$ cat src/rtl/pipe_hazard_ctrl_pkg.sv
// Shared encodings for the pipeline hazard controller: FSM states, register address width, NOP.
// Imported by the hazard controller top and its load-use detector.
package pipe_hazard_ctrl_pkg;

    localparam int         REG_AW_DEF  = 5;
    localparam logic [1:0] ST_RUN      = 2'd0;
    localparam logic [1:0] ST_MEMWAIT  = 2'd1;
    localparam logic [1:0] ST_ERR      = 2'd2;

    // addi x0, x0, 0 -- loaded by pipeline registers on bubble or flush
    localparam logic [31:0] NOP_INSTR  = 32'h0000_0013;

    typedef enum logic [1:0] {
        S_RUN     = ST_RUN,
        S_MEMWAIT = ST_MEMWAIT,
        S_ERR     = ST_ERR
    } hz_state_t;

endpackage

$ cat src/rtl/pipe_hazard_ctrl_lu_detect.sv
// Combinational load-use comparator: the load in EX produces a register the DE instruction reads.
// Zero latency; no backpressure of its own.
module hazard_lu_detect
    import pipe_hazard_ctrl_pkg::*;
#(
    parameter int REG_AW = REG_AW_DEF
) (
    input  logic              i_ex_valid,
    input  logic              i_ex_load,
    input  logic              i_ex_we,
    input  logic [REG_AW-1:0] i_ex_rd,
    input  logic              i_de_valid,
    input  logic [REG_AW-1:0] i_rs1,
    input  logic              i_rs1_used,
    input  logic [REG_AW-1:0] i_rs2,
    input  logic              i_rs2_used,
    output logic              o_lu
);

    logic w_rs1_hit;
    logic w_rs2_hit;

    assign w_rs1_hit = i_rs1_used && (i_rs1 == i_ex_rd);
    assign w_rs2_hit = i_rs2_used && (i_rs2 == i_ex_rd);

    // x0 is hardwired, so a load targeting it never creates a dependency
    assign o_lu = i_ex_valid && i_ex_load && i_ex_we && (i_ex_rd != '0) &&
                  i_de_valid && (w_rs1_hit || w_rs2_hit);

endmodule

$ cat src/rtl/pipe_hazard_ctrl.sv
// Stall/bubble/flush scheduler for the 5-stage pipeline; controls are combinational from state + inputs.
// Memory busy freezes every stage (timeout -> sticky MemErr); HAZARD_PERF_CNT_EN adds stall/flush counters.
module pipe_hazard_ctrl
    import pipe_hazard_ctrl_pkg::*;
#(
    parameter int REG_AW      = REG_AW_DEF,
    parameter int MEM_TIMEOUT = 255,
    parameter int TO_W        = 16
) (
    input  logic              CLK,
    input  logic              rst_n,
    input  logic              DEValid,
    input  logic [REG_AW-1:0] DERS1,
    input  logic [REG_AW-1:0] DERS2,
    input  logic              DERS1Used,
    input  logic              DERS2Used,
    input  logic [REG_AW-1:0] DERd,
    input  logic              DERWE,
    input  logic              DELS,
    input  logic              DEBranchFlush,
    input  logic              MemBusy,
    input  logic              ErrClr,
    output logic              IFStall,
    output logic              DEStall,
    output logic              EXBubble,
    output logic              EXStall,
    output logic              IFFlush,
    output logic              MemErr
`ifdef HAZARD_PERF_CNT_EN
    ,
    output logic [31:0]       LUStallCnt,
    output logic [31:0]       MemStallCnt,
    output logic [31:0]       FlushCnt
`endif
);

    hz_state_t         r_state;
    logic [TO_W-1:0]   r_to_cnt;
    logic              r_mem_err;
    logic              r_ex_valid;
    logic              r_ex_load;
    logic              r_ex_we;
    logic [REG_AW-1:0] r_ex_rd;
    logic              w_lu;

    hazard_lu_detect #(.REG_AW(REG_AW)) u_lu (
        .i_ex_valid (r_ex_valid),
        .i_ex_load  (r_ex_load),
        .i_ex_we    (r_ex_we),
        .i_ex_rd    (r_ex_rd),
        .i_de_valid (DEValid),
        .i_rs1      (DERS1),
        .i_rs1_used (DERS1Used),
        .i_rs2      (DERS2),
        .i_rs2_used (DERS2Used),
        .o_lu       (w_lu)
    );

    assign MemErr = r_mem_err;

    always_comb begin
        IFStall  = 1'b0;
        DEStall  = 1'b0;
        EXBubble = 1'b0;
        EXStall  = 1'b0;
        IFFlush  = 1'b0;
        if (r_state == S_RUN) begin
            if (MemBusy) begin
                IFStall = 1'b1;
                DEStall = 1'b1;
                EXStall = 1'b1;
            end else if (w_lu) begin
                // branch resolution is deferred: the operand is not ready yet
                IFStall  = 1'b1;
                DEStall  = 1'b1;
                EXBubble = 1'b1;
            end else if (DEValid && DEBranchFlush) begin
                IFFlush = 1'b1;
            end
        end else begin
            IFStall = 1'b1;
            DEStall = 1'b1;
            EXStall = 1'b1;
        end
    end

    always_ff @(posedge CLK) begin
        if (!rst_n) begin
            r_state    <= S_RUN;
            r_to_cnt   <= '0;
            r_mem_err  <= 1'b0;
            r_ex_valid <= 1'b0;
            r_ex_load  <= 1'b0;
            r_ex_we    <= 1'b0;
            r_ex_rd    <= '0;
        end else begin
            case (r_state)
                S_RUN: begin
                    if (MemBusy) begin
                        r_to_cnt <= TO_W'(1);
                        r_state  <= S_MEMWAIT;
                    end
                end
                S_MEMWAIT: begin
                    if (!MemBusy) begin
                        r_state  <= S_RUN;
                        r_to_cnt <= '0;
                    end else if (r_to_cnt == TO_W'(MEM_TIMEOUT)) begin
                        r_state   <= S_ERR;
                        r_mem_err <= 1'b1;
                    end else begin
                        r_to_cnt <= r_to_cnt + TO_W'(1);
                    end
                end
                S_ERR: begin
                    if (ErrClr) begin
                        r_state   <= S_RUN;
                        r_mem_err <= 1'b0;
                        r_to_cnt  <= '0;
                    end
                end
                default: r_state <= S_RUN;
            endcase

            // EX shadow mirrors the DE/EX register; it is discarded when leaving the error state
            if (r_state == S_ERR && ErrClr) begin
                r_ex_valid <= 1'b0;
                r_ex_load  <= 1'b0;
                r_ex_we    <= 1'b0;
                r_ex_rd    <= '0;
            end else if (!EXStall) begin
                if (EXBubble || !DEValid) begin
                    r_ex_valid <= 1'b0;
                end else begin
                    r_ex_valid <= 1'b1;
                    r_ex_load  <= DELS;
                    r_ex_rd    <= DERd;
                    r_ex_we    <= DERWE;
                end
            end
        end
    end

`ifdef HAZARD_PERF_CNT_EN
    always_ff @(posedge CLK) begin
        if (!rst_n) begin
            LUStallCnt  <= '0;
            MemStallCnt <= '0;
            FlushCnt    <= '0;
        end else begin
            if (EXBubble)
                LUStallCnt <= LUStallCnt + 32'd1;
            if (EXStall && (r_state != S_RUN))
                MemStallCnt <= MemStallCnt + 32'd1;
            if (IFFlush)
                FlushCnt <= FlushCnt + 32'd1;
        end
    end
`endif

endmodule

$ cat config.mk
export PLATFORM = sky130hd
export DESIGN_NAME = pipe_hazard_ctrl
export DESIGN_NICKNAME = d
export VERILOG_FILES = /design/src/rtl/pipe_hazard_ctrl_pkg.sv /design/src/rtl/pipe_hazard_ctrl_lu_detect.sv /design/src/rtl/pipe_hazard_ctrl.sv
export SDC_FILE = /design/constraint.sdc
export NUM_CORES = 1
export LEC_CHECK = 0
export CAP_MARGIN = 20
export CORE_MARGIN = 2
export CORE_UTILIZATION = 50
export DETAILED_ROUTE_END_ITERATION = 10
export GPL_TIMING_DRIVEN = 0
export PLACE_DENSITY = 0.77
export SLEW_MARGIN = 15
export SYNTH_ARGS = -nofsm -noshare
export SYNTH_HDL_FRONTEND = slang
export SYNTH_HIERARCHICAL = 1
export SYNTH_SLANG_ARGS = --single-unit
$ cat constraint.sdc
create_clock -name CLK -period 2.4 [get_ports CLK]
set_input_delay 0.48 -clock CLK [delete_from_list [all_inputs] [get_ports CLK]]
set_output_delay 0.48 -clock CLK [all_outputs]
set_load 0.01 [all_outputs]
==> metrics.md <==
| Metric | Value |
|---|---|
| Setup slack of the critical path after layout | `-0.200 ns` |
| CTS root buf | `sky130_fd_sc_hd__clkbuf_4` |
| Share of cells above drive strength 1 | `0.158` |
| Nets | `265` |
| Maximum clock frequency | `385 MHz` |
| Element type at the critical path end | `output port` |
| Clock tree from TritonCTS | `done` |
| M1 GR Usage | `0.282` |
| Violations in the final reports | `setup timing` |
| Relative area change from synthesis to final layout | `29.4%` |
| Diodes inserted | `0` |
| Mean cell area of the mapped netlist | `8.45 µm²` |
| Total number of clock tree sinks | `27` |
| Overall die area | `0.00377 mm²` |
| Global-route met2 utilization | `0.406` |
| DRT antenna net count | `0` |
| Flop pwr share | `0.525` |
| Setup repair after global routing missed its margin | `yes` |
| Routed wire length | `4.11 mm` |
| Placeable core region | `0.00310 mm²` |
| Origin of the critical flop-to-flop path | `r_to_cnt[0]` |
| Tightest Hold Check Type | `flop to flop` |
| Clock tree buffer depth | `2` |
| Sw power | `0.272 mW` |
| Worst Hold Path EP | `r_state[0]` |
| Half-perimeter wire length after placement | `3.03 mm` |
| Vias after detailed routing | `1,627` |
| Power Density | `430 mW/mm²` |
| Post-synth EDFFs | `0` |
| Final period utilization | `1.08` |
| Synthesized-area fraction occupied by ao, oa, aoi and oai cells | `0.200` |
| Met3 capacity usage during global routing | `0.0315` |
| Switch share | `0.297` |
| WP data required | `1.92 ns` |
| Transition at the pin with the smallest max-transition slack | `0.693 ns` |
| Flops & latches, synth | `27` |
| Drt drc | `0` |
| Final-report setup violation count | `4` |
| Clock network latency to the later pin of the worst-skew pair | `0.33 ns` |
| Number of global-route vias before repair | `1,504` |
| Fraction of synthesized area in multiplexers | `0.0668` |
| Max-slew violations | `0` |
| Post-route minimum period | `2.60 ns` |
| Post-synth cell types | `45` |
| Floorplan die width | `61.4 µm` |
| Largest net degree at the start of global routing | `16` |
| Drt initial violations | `91` |
| Netlist area before placement | `0.00165 mm²` |
| Crit-path max FO | `4` |
| Arrival time of the worst setup path | `2.12 ns` |
| Worst Hold Path Cells | `2` |
| Final design utilization | `0.687` |
| Cell Int Power | `0.645 mW` |
| Hold buffer count at CTS | `0` |
| Total nets after synthesis | `225` |
| Logic pwr share | `0.249` |
| Syn Inst Count | `195` |
| Number of warnings reported in the yosys synthesis log | `6` |
| Commonest register cell after synthesis | `sky130_fd_sc_hd__dfxtp_1` |
| Post-synthesis adder-cell area fraction | `0.0380` |
| Total CTS buffers | `3` |
| Total routing usage reported by global routing | `0.230` |
| Async set-or-reset flop fraction in the synthesized netlist | `0` |
| Startpoint of the worst hold path | `r_state[0]` |
| # H-tree levels | `1` |
| Register-to-register setup slack | `0.27 ns` |
| Initial antenna violation count | `0` |
| Run status | `finished with violations` |
| Leakage power summed over all cells | `0.824 nW` |
| Number of vias per cell after detailed routing | `5.85` |
| Number of hold violations in the final report | `0` |
| Start-to-end type of the worst setup path | `flop to output port` |
| Most heavily used metal layer in global routing | `met2` |
| Clock power share | `0.226` |
| Fraction of synthesized cell area in xor and xnor cells | `0.0532` |
| Total grt overflow | `0` |
| # IOs | `31` |
| Setup crit start kind | `flop` |
| Basic-gate share of the synthesized area counting and, or, nand and nor cells | `0.265` |
| Die outline height | `61.4 µm` |
| Largest voltage drop on the vdd net | `262 µV` |
| Global-route wire length before repair | `6.47 mm` |
| Fraction of the yosys area taken by sequential cells | `0.328` |
| Wire length per cell | `14.8 µm` |
| Cell row count | `20` |
| Number of detailed-route iterations in the first pass | `4` |
| Input/output buffers | `30` |
| Total power | `0.917 mW` |
| Register clock-pin slew on the reported worst setup and hold paths | `0.15 ns` |
| Endpoint of the most critical register-to-register path | `r_to_cnt[5]` |
| Max cap viols | `0` |
| Main combinational cell family by area after synthesis | `simple AND/OR/NAND/NOR gates` |
| Worst Reg-to-Reg Cells | `6` |
| Setup skew after layout | `0.00323 ns` |
| Routability cong. | `0.867` |
| Number of fill cells in the layout | `251` |
| Effective utilization at floorplan | `0.531` |
| Worst slew margin | `0.534` |
-- metrics by stage --
step | TNS [ns] | setup slack [ns] | instance area [µm²] | hold slack, ns | instances
after floorplan | 0 | 0.226 | 1650 | 0.440 | 195
after global placement | -6.87 | -0.799 | 2000 | 0.464 | 269
after detailed placement | -7.72 | -0.818 | 2000 | 0.487 | 269
after CTS | -0.261 | -0.123 | 2080 | 0.507 | 276
after global routing | -0.866 | -0.268 | 2130 | 0.518 | 278
final | -0.561 | -0.200 | 2130 | 0.494 | 278
-- Yosys cell counts, drive strengths merged (6+ instances only) --
library cell / count / share of area
nand4: 7 / 0.027
xor2: 8 / 0.043
buf: 6 / 0.024
inv: 9 / 0.020
o21ai: 8 / 0.024
nor2: 15 / 0.034
dfxtp: 27 / 0.33
nor3: 7 / 0.021
a31oi: 7 / 0.027
mux2i: 11 / 0.067
nand3: 8 / 0.024
nand2: 14 / 0.032
-- layout by cell type (no fill, tap or decap), types with 3 or more instances in the layout --
cell type	n
sky130_fd_sc_hd__a31oi_1	7
sky130_fd_sc_hd__a21boi_0	3
sky130_fd_sc_hd__nand3_1	8
sky130_fd_sc_hd__nand2_1	14
sky130_fd_sc_hd__a21oi_1	5
sky130_fd_sc_hd__and3_1	3
sky130_fd_sc_hd__nor2_1	15
sky130_fd_sc_hd__nand4_1	7
sky130_fd_sc_hd__clkdlybuf4s50_1	18
sky130_fd_sc_hd__buf_2	5
sky130_fd_sc_hd__and4_1	4
sky130_fd_sc_hd__and2_1	4
sky130_fd_sc_hd__nor4_1	3
sky130_fd_sc_hd__mux2i_1	11
sky130_fd_sc_hd__o21ai_0	4
sky130_fd_sc_hd__or4_4	3
sky130_fd_sc_hd__o211ai_1	3
sky130_fd_sc_hd__a211oi_1	3
sky130_fd_sc_hd__ha_1	5
sky130_fd_sc_hd__dfxtp_2	3
sky130_fd_sc_hd__o21ai_1	4
sky130_fd_sc_hd__nor3_1	6
sky130_fd_sc_hd__a41oi_1	3
sky130_fd_sc_hd__dfxtp_4	3
sky130_fd_sc_hd__dlygate4sd2_1	5
sky130_fd_sc_hd__buf_6	4
sky130_fd_sc_hd__dfxtp_1	21
sky130_fd_sc_hd__clkdlybuf4s15_1	3
sky130_fd_sc_hd__clkbuf_4	3
sky130_fd_sc_hd__buf_4	6
sky130_fd_sc_hd__inv_1	9
sky130_fd_sc_hd__xor2_1	7
-- state kept, by name, summed over array words and instances, names as in the netlist --
signal,flops
r_ex_load,1
r_ex_rd,5
r_to_cnt,16
r_ex_valid,1
r_ex_we,1
r_state,2
MemErr,1
-- how the worst max path moves through the flow --
stage,depth (start not counted),to,start
floorplan,7,IFFlush,DERS2[0]
finish,8,IFStall,r_ex_rd[3]
detailed placement,9,IFFlush,DERS2[0]
global placement,9,IFFlush,DERS2[0]
CTS,8,IFFlush,r_ex_rd[3]
global route,8,IFStall,r_ex_rd[3]
-- critical path, stage by stage, from the launching register on --
cell,delay (ns)
sky130_fd_sc_hd__dfxtp_4,0.39
sky130_fd_sc_hd__xor2_1,0.14
sky130_fd_sc_hd__nor4_1,0.31
sky130_fd_sc_hd__nand3_1,0.17
sky130_fd_sc_hd__a221oi_4,0.32
sky130_fd_sc_hd__buf_4,0.16
sky130_fd_sc_hd__nand2b_4,0.12
sky130_fd_sc_hd__buf_6,0.09
sky130_fd_sc_hd__buf_6,0.08
-- power groups by stage --
| stage | registers [mW] | clock network (mW) | logic, mW |
|---|---|---|---|
| 2_1_floorplan | 0.486 | 0 | 0.122 |
| 3_3_place_gp | 0.489 | 0 | 0.201 |
| 3_5_place_dp | 0.491 | 0 | 0.206 |
| 4_1_cts | 0.481 | 0.206 | 0.218 |
| 5_1_grt | 0.484 | 0.223 | 0.250 |
| 6_report | 0.482 | 0.207 | 0.228 |
-- cell families (layout without fill, tap and decap cells) --
family	count (synthesis)	after routing
buffers and inverters	17	56
AND/OR/NAND/NOR	79	79
adder cells (fa/ha/maj)	5	5
flip-flops	27	27
AO/OA/AOI/OAI	46	46
multiplexers	11	11
XOR/XNOR	10	10
-- area by class of cell --
class,instances,area [µm²],area share
sequential,27,556,0.261
clock buffer,3,22.5,0.0106
multi-input combinational,151,1080,0.508
inverter,9,33.8,0.0158
clock inverter,1,5.00,0.00235
buffer,7,45.0,0.0211
timing repair buffer,36,332,0.156
tap,44,55.1,0.0258
-- routing by layer --
metal	wire length, µm	share of wire
met3	296	0.072
met1	1770	0.43
met5	0	0
met4	60	0.015
met2	1980	0.48
-- repair_timing --
item                                    CTS  global route
pin swaps                                10             6
resized for setup                        41             8
setup buffers                             3             3
endpoints found under the setup margin   14             8
Power figures use the tool's default switching activity.
